==> src/rtl/icache_refill_pkg.sv <==
// Shared configuration types and FSM state encoding for the I-cache refill engine.
package icache_refill_pkg;

  typedef struct packed {
    int unsigned PLEN;
    int unsigned ICACHE_LINE_WIDTH;
    int unsigned ICACHE_SET_ASSOC;
    int unsigned ICACHE_SET_ASSOC_WIDTH;
    int unsigned ICACHE_INDEX_WIDTH;
    int unsigned ICACHE_TAG_WIDTH;
    int unsigned ICACHE_OFFSET_WIDTH;
  } cfg_t;

  // Derives all I-cache field widths from the physical address width and geometry.
  function automatic cfg_t build_config(input int unsigned plen, input int unsigned line_width,
                                        input int unsigned size_bytes, input int unsigned assoc);
    cfg_t c;
    c.PLEN                   = plen;
    c.ICACHE_LINE_WIDTH      = line_width;
    c.ICACHE_SET_ASSOC       = assoc;
    c.ICACHE_SET_ASSOC_WIDTH = (assoc > 1) ? $clog2(assoc) : 1;
    c.ICACHE_OFFSET_WIDTH    = $clog2(line_width / 8);
    c.ICACHE_INDEX_WIDTH     = $clog2(size_bytes / assoc / (line_width / 8));
    c.ICACHE_TAG_WIDTH       = plen - c.ICACHE_INDEX_WIDTH - c.ICACHE_OFFSET_WIDTH;
    return c;
  endfunction

  localparam cfg_t DefaultCfg = build_config(32, 256, 4096, 4);

  typedef enum logic [1:0] {
    IDLE  = 2'd0,
    REQ   = 2'd1,
    RECV  = 2'd2,
    WRITE = 2'd3
  } icache_refill_state_e;

endpackage

==> src/rtl/icache_line_assembler.sv <==
// Beat counter plus shift-in line register: beats arrive lowest address first and
// are shifted in from the top, so after BEATS pushes beat 0 sits in the low slice.
module icache_line_assembler #(
  parameter int unsigned BEATS     = 4,
  parameter int unsigned BUS_WIDTH = 64,
  localparam int unsigned LINE_WIDTH = BEATS * BUS_WIDTH,
  localparam int unsigned CNT_W      = (BEATS > 1) ? $clog2(BEATS) : 1
) (
  input  logic                  clk_i,
  input  logic                  rst_i,
  input  logic                  clear_i,
  input  logic                  push_i,
  input  logic [BUS_WIDTH-1:0]  data_i,
  output logic [LINE_WIDTH-1:0] line_o,
  output logic                  full_o
);

  logic [CNT_W-1:0]      cnt_q;
  logic [LINE_WIDTH-1:0] line_q;
  logic [LINE_WIDTH-1:0] line_shift;

  if (BEATS > 1) begin : g_shift
    assign line_shift = {data_i, line_q[LINE_WIDTH-1:BUS_WIDTH]};
  end else begin : g_single
    assign line_shift = data_i;
  end

  // full_o marks that the next accepted beat completes the line
  assign full_o = (cnt_q == CNT_W'(BEATS - 1));
  assign line_o = line_q;

  always_ff @(posedge clk_i) begin
    if (rst_i || clear_i) begin
      cnt_q  <= '0;
      line_q <= '0;
    end else if (push_i) begin
      cnt_q  <= full_o ? '0 : cnt_q + CNT_W'(1);
      line_q <= line_shift;
    end
  end

endmodule

==> src/rtl/icache_refill.sv <==
// I-cache miss-refill engine: one miss at a time, line-aligned burst read, single-cycle
// array write. Optional performance counters are enabled by ICACHE_REFILL_PERF_EN.
module icache_refill
  import icache_refill_pkg::*;
#(
  parameter cfg_t        Cfg       = DefaultCfg,
  parameter int unsigned BUS_WIDTH = 64
) (
  input  logic                                  clk_i,
  input  logic                                  rst_i,
  input  logic                                  miss_valid_i,
  output logic                                  miss_ready_o,
  input  logic [Cfg.PLEN-1:0]                   miss_paddr_i,
  input  logic [Cfg.ICACHE_SET_ASSOC_WIDTH-1:0] miss_way_i,
  input  logic                                  flush_i,
  output logic                                  mem_req_valid_o,
  input  logic                                  mem_req_ready_i,
  output logic [Cfg.PLEN-1:0]                   mem_req_addr_o,
  input  logic                                  mem_rsp_valid_i,
  output logic                                  mem_rsp_ready_o,
  input  logic [BUS_WIDTH-1:0]                  mem_rsp_data_i,
  input  logic                                  mem_rsp_last_i,
  input  logic                                  mem_rsp_err_i,
  output logic                                  refill_we_o,
  output logic [Cfg.ICACHE_INDEX_WIDTH-1:0]     refill_index_o,
  output logic [Cfg.ICACHE_SET_ASSOC_WIDTH-1:0] refill_way_o,
  output logic [Cfg.ICACHE_TAG_WIDTH-1:0]       refill_tag_o,
  output logic [Cfg.ICACHE_LINE_WIDTH-1:0]      refill_data_o,
  output logic                                  refill_done_o,
`ifdef ICACHE_REFILL_PERF_EN
  output logic [31:0]                           perf_refill_cnt_o,
  output logic [31:0]                           perf_stall_cycles_o,
`endif
  output logic                                  refill_err_o
);

  localparam int unsigned PLEN     = Cfg.PLEN;
  localparam int unsigned LINE_W   = Cfg.ICACHE_LINE_WIDTH;
  localparam int unsigned INDEX_W  = Cfg.ICACHE_INDEX_WIDTH;
  localparam int unsigned WAY_W    = Cfg.ICACHE_SET_ASSOC_WIDTH;
  localparam int unsigned OFFSET_W = Cfg.ICACHE_OFFSET_WIDTH;
  localparam int unsigned BEATS    = LINE_W / BUS_WIDTH;

  localparam logic [PLEN-1:0] LINE_MASK = ~((PLEN'(1) << OFFSET_W) - PLEN'(1));

  icache_refill_state_e state_q, state_d;

  logic [PLEN-1:0]  paddr_q;
  logic [WAY_W-1:0] way_q;
  logic             abort_q;
  logic             err_q;

  logic miss_acc;
  logic beat_acc;
  logic beat_full;
  logic beat_bad;

  assign miss_acc = miss_valid_i && (state_q == IDLE);
  assign beat_acc = mem_rsp_valid_i && (state_q == RECV);
  // a beat is bad on a bus error or when the last marker disagrees with the counter
  assign beat_bad = mem_rsp_err_i || (mem_rsp_last_i != beat_full);

  icache_line_assembler #(
    .BEATS     (BEATS),
    .BUS_WIDTH (BUS_WIDTH)
  ) u_line_asm (
    .clk_i   (clk_i),
    .rst_i   (rst_i),
    .clear_i (miss_acc),
    .push_i  (beat_acc),
    .data_i  (mem_rsp_data_i),
    .line_o  (refill_data_o),
    .full_o  (beat_full)
  );

  always_ff @(posedge clk_i) begin
    if (rst_i) begin
      state_q <= IDLE;
    end else begin
      state_q <= state_d;
    end
  end

  always_comb begin
    state_d = state_q;
    unique case (state_q)
      IDLE:    if (miss_valid_i) state_d = REQ;
      REQ:     if (mem_req_ready_i) state_d = RECV;
      RECV:    if (beat_acc && beat_full) state_d = WRITE;
      WRITE:   state_d = IDLE;
      default: state_d = IDLE;
    endcase
  end

  always_comb begin
    miss_ready_o    = 1'b0;
    mem_req_valid_o = 1'b0;
    mem_rsp_ready_o = 1'b0;
    refill_we_o     = 1'b0;
    refill_done_o   = 1'b0;
    refill_err_o    = 1'b0;
    unique case (state_q)
      IDLE:  miss_ready_o    = 1'b1;
      REQ:   mem_req_valid_o = 1'b1;
      RECV:  mem_rsp_ready_o = 1'b1;
      WRITE: begin
        // a flush arriving in the WRITE cycle itself still cancels the write
        if (err_q) begin
          refill_err_o = 1'b1;
        end else if (!(abort_q || flush_i)) begin
          refill_we_o   = 1'b1;
          refill_done_o = 1'b1;
        end
      end
      default: ;
    endcase
  end

  always_ff @(posedge clk_i) begin
    if (rst_i) begin
      paddr_q <= '0;
      way_q   <= '0;
      abort_q <= 1'b0;
      err_q   <= 1'b0;
    end else if (miss_acc) begin
      paddr_q <= miss_paddr_i;
      way_q   <= miss_way_i;
      abort_q <= flush_i;
      err_q   <= 1'b0;
    end else begin
      if (flush_i && (state_q != IDLE)) abort_q <= 1'b1;
      if (beat_acc && beat_bad)         err_q   <= 1'b1;
    end
  end

  assign mem_req_addr_o = paddr_q & LINE_MASK;
  assign refill_index_o = paddr_q[OFFSET_W+INDEX_W-1:OFFSET_W];
  assign refill_tag_o   = paddr_q[PLEN-1:OFFSET_W+INDEX_W];
  assign refill_way_o   = way_q;

`ifdef ICACHE_REFILL_PERF_EN
  always_ff @(posedge clk_i) begin
    if (rst_i) begin
      perf_refill_cnt_o   <= '0;
      perf_stall_cycles_o <= '0;
    end else begin
      if (refill_done_o) perf_refill_cnt_o <= perf_refill_cnt_o + 32'd1;
      if ((state_q == REQ) || (state_q == RECV)) perf_stall_cycles_o <= perf_stall_cycles_o + 32'd1;
    end
  end
`endif

endmodule
==> config.mk <==
export PLATFORM = sky130hd
export DESIGN_NAME = icache_refill
export DESIGN_NICKNAME = d
export VERILOG_FILES = /design/src/rtl/icache_refill_pkg.sv /design/src/rtl/icache_line_assembler.sv /design/src/rtl/icache_refill.sv
export SDC_FILE = /design/constraint.sdc
export NUM_CORES = 1
export LEC_CHECK = 0
export BUFFER_PORTS_ARGS = -buffer_cell sky130_fd_sc_hd__buf_2
export CORE_AREA = 2 2 169 171
export DETAILED_ROUTE_END_ITERATION = 12
export DIE_AREA = 0 0 171 173
export GPL_TIMING_DRIVEN = 0
export PLACE_DENSITY = 0.66
export SYNTH_ARGS = -nofsm -noshare
export SYNTH_HDL_FRONTEND = slang
export SYNTH_SLANG_ARGS = --single-unit
==> constraint.sdc <==
create_clock -name clk_i -period 2.35 [get_ports clk_i]
set_input_delay 0.1175 -clock clk_i [delete_from_list [all_inputs] [get_ports clk_i]]
set_output_delay 0.1175 -clock clk_i [all_outputs]
set_load 0.02 [all_outputs]
# --- After elaboration in Yosys (flattened, before gate mapping) ---
# Cells that the tools add are included.
# W data, S select, Z words.
word_totals:
  in_bits: 106
  register_bits: 296
  output_inout_bits: 323
  wordCells: 44
op_classes:
  add_sub_neg: 1
  reduce_logical: 13
  eq_ne: 8
  mux: 15
ops:
  columns: ["operator", "n"]
  rows:
  - ["$mux W1", 10]
  - ["$mux W2", 4]
  - ["$pmux W2 S4", 1]
  - ["$eq A2 B2 Y1 const B", 3]
  - ["$logic_and A1 B1 Y1", 5]
  - ["$ne A2 B2 Y1 const B", 2]
  - ["$reduce_bool A2 Y1", 2]
  - ["$logic_or A1 B1 Y1", 3]
  - ["$reduce_and A3 Y1", 1]
  - ["$add A2 B1 Y2 const B", 1]
  - ["$eq A2 B1 Y1 const B", 1]
  - ["$logic_not A2 Y1", 1]
  - ["$ne A2 B1 Y1 const B", 1]
  - ["$reduce_or A2 Y1", 1]
  - ["$ne A1 B1 Y1", 1]

# --- Longest topological paths before layout ---
logic_depth:
  word_depth: 5
  ltp_mapped: 8

# --- Modules after synthesis ---
# Synthesis repeated with hierarchy kept, for this count alone.
hier_totals:
  cells_unflattened: 1028
  hier_area_um2: 10874.2
modules_own_cells:
  columns: ["module", "n_inst", "cells_each", "area_per_inst_um2", "seq_area_each_um2"]
  rows:
  - ["icache_line_assembler", 1, 835, 9349.0, 5165.0]
  - ["icache_refill", 1, 193, 1525.2, 660.6]

# --- Least setup slack after synthesis ---
# OpenSTA, ideal clock, no wires.
synth_timing:
  path_type: "register to output"
  startpoint: "register state_q[0]"
  endpoint: "output refill_we_o"
  path_buffers: 1
  t_arrival_ns: 1.583
  path_stages_with_launch: 4
  setup_slack_ns: 0.649
  path_cell_list: "dfxtp_1 > ha_1 > nor4b_1 > buf_4"
synth_between:
  elab_chain_len: 2
synth_rtl:
  columns: ["item", "line_no", "rtl"]
  rows:
  - ["start: declaration", "icache_refill.sv:46", "icache_refill_state_e state_q, state_d;"]
  - ["start signal: assignment", "icache_refill.sv:80", "state_q <= state_d;"]
  - ["$eq A2 B2 Y1", null, null]
  - ["$mux W1", null, null]
  - ["end: declaration", "icache_refill.sv:24", "output logic refill_we_o,"]
# No other way between the ends.

# --- Worst setup path in the final report ---
layout_timing:
  startpoint: "register state_q[0]"
  endpoint: "register err_q"
layout_between:
  elab_chain_len: 3
layout_rtl:
  columns: ["item", "line_no", "rtl"]
  rows:
  - ["$eq A2 B2 Y1 / $logic_not A2 Y1 (equally long branches)", "icache_refill.sv:59, icache_refill.sv:58", null]
  - ["$logic_and A1 B1 Y1 (on tied branches)", "icache_refill.sv:59, icache_refill.sv:58", null]
  - ["$logic_and A1 B1 Y1 / $reduce_or A2 Y1 (equally long branches)", null, null]
  - ["end signal: assignment", "icache_refill.sv:124", "err_q <= 1'b0;"]
  - ["end signal: assignment", "icache_refill.sv:129", "err_q <= 1'b0;"]
  - ["end signal: assignment", "icache_refill.sv:132", "if (beat_acc && beat_bad) err_q <= 1'b1;"]
  - ["end: declaration", "icache_refill.sv:51", "logic err_q;"]
# Parallel ways exist; a longest one is shown, timed or not.
# A chain may end at the register's enable or synchronous reset.

==> flow_metrics.tcl <==
set metrics [dict create \
    fin_tns_setup_ns 0 \
    layout_common_cells "574 x nand2_1, 460 x buf_2, 291 x dfxtp_1" \
    route.detailed.drc 0 \
    setup-violations-final 0 \
    crit_chain "inv_1 > ha_1 > and2_1 > buf_4 > buf_6 > o21ai_0 > dlygate4sd3_1 > a21oi_1" \
    slew_headroom_pct 64.4 \
    die_x_um 171 \
    layout_commonest_cell "nand2_1" \
    cts_tree "yes" \
    ys_ff_latch 291 \
    path_delay_family "buffers and inverters" \
    synth_cells 1314 \
    vdd_ir_drop_max_mv 0.627 \
    clk_pin_slew_worst_paths_ns 0.06 \
    drive_gt1_share_pct 31.0 \
    period_share_pct 89.9 \
    rsz0062_at_grt "false" \
    slew_viol_final 0 \
    cp.required_ns 2.82 \
    hpwl_um 25600 \
    htree_levels 1 \
    cts_buffer_depth 3 \
    tightestPinTransition_ns 0.533 \
    ys_seq_area_share_pct 54.9 \
    root_buffer "clkbuf_16" \
    p_int_mw 8.96 \
    die_h_um 173 \
    worst_setup_path_end_kind "flop" \
    drt_pre_antenna_iters 5 \
    timing.critical_path.buf_inv 4 \
    dp_slack_ns 0.384 \
    power_switching_mw 3.80 \
    pwr_density_cell_nw_per_um2 841 \
    avgViaCountPerCell 4.70 \
    hold_path.class "in2reg" \
    portBuffers 417 \
    area_growth_pct 43.1 \
    crit_path_max_incr_delay_ns 0.56 \
    slowest_stage "dlygate4sd3_1" \
    power_mw 12.8 \
    wl_per_cell_um 15.8 \
    placementRows 61 \
    netSwitchingFraction_pct 29.8 \
    crit_fanout 10 \
    crit_arrival_ns 2.59 \
    clkSinkCount 291 \
    p_comb_share_pct 21.1 \
    synth_cell_types 29 \
    antenna_found_initial 2 \
    worst_slack_ns 0.237 \
    num_vias 10600 \
    cts_resized 0 \
    antenna_left 0 \
    maxCapViolCount 0 \
    grt_max_degree 15 \
    clock_power_share_pct 38.0 \
    drt-initial-drc-count 567 \
    start_util_pct 38.4 \
    power_leakage_nw 6.57 \
    startpoint_type "flop" \
    synth_warnings 0 \
    sequentialPowerShare_pct 41.0 \
    grt_overflow 0 \
    max_freq_mhz 473 \
    critPathKind "reg2reg" \
    fin_nets 1977 \
    cts_buffers 30 \
    clock_latency_ns 0.54 \
    synthesis.area_um2 10600 \
    gr-usage-all-layers_pct 23.1 \
    grt_pass1_vias 10100 \
    finalHoldViolCount 0 \
    min_period_ns 2.11 \
    gp_congestion 0.875 \
    syn_area_per_cell_um2 8.08 \
    status "finished clean" \
    skew_ns 0.00810 \
    drt-total-wl_um 35700 \
    io_pins 429 \
    dieArea_um2 29600 \
    grt_pass1_wl_um 54600 \
    core_area_um2 27600 \
]
## worst reg2reg max path, stage by stage, from the launching register on
cell,delay [ns]
dfxtp_1,0.34
inv_1,0.11
ha_1,0.26
and2_1,0.15
buf_4,0.18
buf_6,0.19
o21ai_0,0.11
dlygate4sd3_1,0.56
a21oi_1,0.15
## metal layers
metal  routed length, µm  vias to the layer above  track usage [%]  share of wire, %
li1                    -                     5280                -                 -
met2               17200                      393             40.1                48
met3                2200                       84             4.30               6.2
met1               15000                     4874             28.3                42
met5                  13                        -                0             0.036
met4                1210                        2             8.16               3.4
## sequential cells by signal, summed over array words and instances (netlist names)
name	count
state_q	2
abort_q	1
err_q	1
paddr_q	27
u_line_asm.cnt_q	2
refill_way_o	2
u_line_asm.line_o	256
## stage by stage
step           instance area, µm²  hold slack, ns  util [%]  std cells
2_1_floorplan               10600           0.251         -       1318
3_3_place_gp                13200           0.359      47.7       2113
3_5_place_dp                13200           0.363      47.7       2113
4_1_cts                     15200          0.0337      54.9       2263
5_1_grt                     15200          0.0964      54.9       2263
6_report                    15200          0.0504      54.9       2264
## cells in the mapped netlist
cell | instances | area share, %
nor2_1 | 2 | 0.071
a21oi_1 | 279 | 13
buf_12 | 2 | 0.38
nand2b_4 | 1 | 0.13
nor3_1 | 1 | 0.047
ha_1 | 6 | 0.71
buf_2 | 43 | 2.0
nand2_2 | 1 | 0.059
a21bo_2 | 1 | 0.094
or3_1 | 1 | 0.059
buf_1 | 1 | 0.035
a31oi_1 | 1 | 0.059
inv_1 | 3 | 0.11
nand2_1 | 574 | 20
buf_6 | 28 | 3.0
conb_1 | 1 | 0.035
nor4b_1 | 1 | 0.083
clkbuf_1 | 19 | 0.67
a21oi_2 | 10 | 0.83
nand2b_1 | 4 | 0.24
and2_1 | 3 | 0.18
o21ai_0 | 1 | 0.047
o21a_1 | 1 | 0.071
mux2i_1 | 1 | 0.094
clkbuf_2 | 1 | 0.047
dfxtp_1 | 291 | 55
buf_4 | 35 | 2.5
xor2_1 | 1 | 0.083
and3_1 | 1 | 0.059
## path summary, 6_finish.rpt
check,slack [ns],end,startpoint,cells past startpoint
max,0.24,err_q,state_q[0],8
min,0.05,abort_q,miss_valid_i,4
max reg2reg,0.24,err_q,state_q[0],8
min reg2reg,0.45,u_line_asm.line_o[43],u_line_asm.line_o[43],2
## power by group through the flow
stage | logic [mW] | registers, mW | clock network, mW
2_1_floorplan | 1.55 | 5.46 | 0
3_3_place_gp | 2.52 | 5.33 | 0
3_5_place_dp | 2.55 | 5.33 | 0
4_1_cts | 2.69 | 5.22 | 4.94
5_1_grt | 2.93 | 5.24 | 5.15
6_report | 2.69 | 5.23 | 4.84
## kinds of logic after synthesis
family	synth area share, %
other	0.0353
xor gates and xnor gates	0.0825
AOI/OAI and AO/OA	14.3
buffers and inverters	8.71
and+or+nand+nor	21.2
adders and majority gates	0.707
muxes	0.0943
DFF	54.9
## final cells by class
| class | instances | area, µm² |
|---|---|---|
| Timing Repair Buffer | 515 | 3070 |
| Multi-Input combinational cell | 895 | 3880 |
| Fill cell | 2642 | 12400 |
| Clock buffer | 45 | 898 |
| Inverter | 3 | 11.3 |
| Tap cell | 378 | 473 |
| Clock inverter | 7 | 113 |
| Sequential cell | 291 | 5830 |
| Buffer | 129 | 913 |
| Antenna cell | 1 | 2.50 |
## repair_timing
item,CTS,global route
hold buffers,98,0
buffers inserted,0,0
endpoints found under the hold margin,97,0
Note: power is estimated with default switching activity, not from simulation.
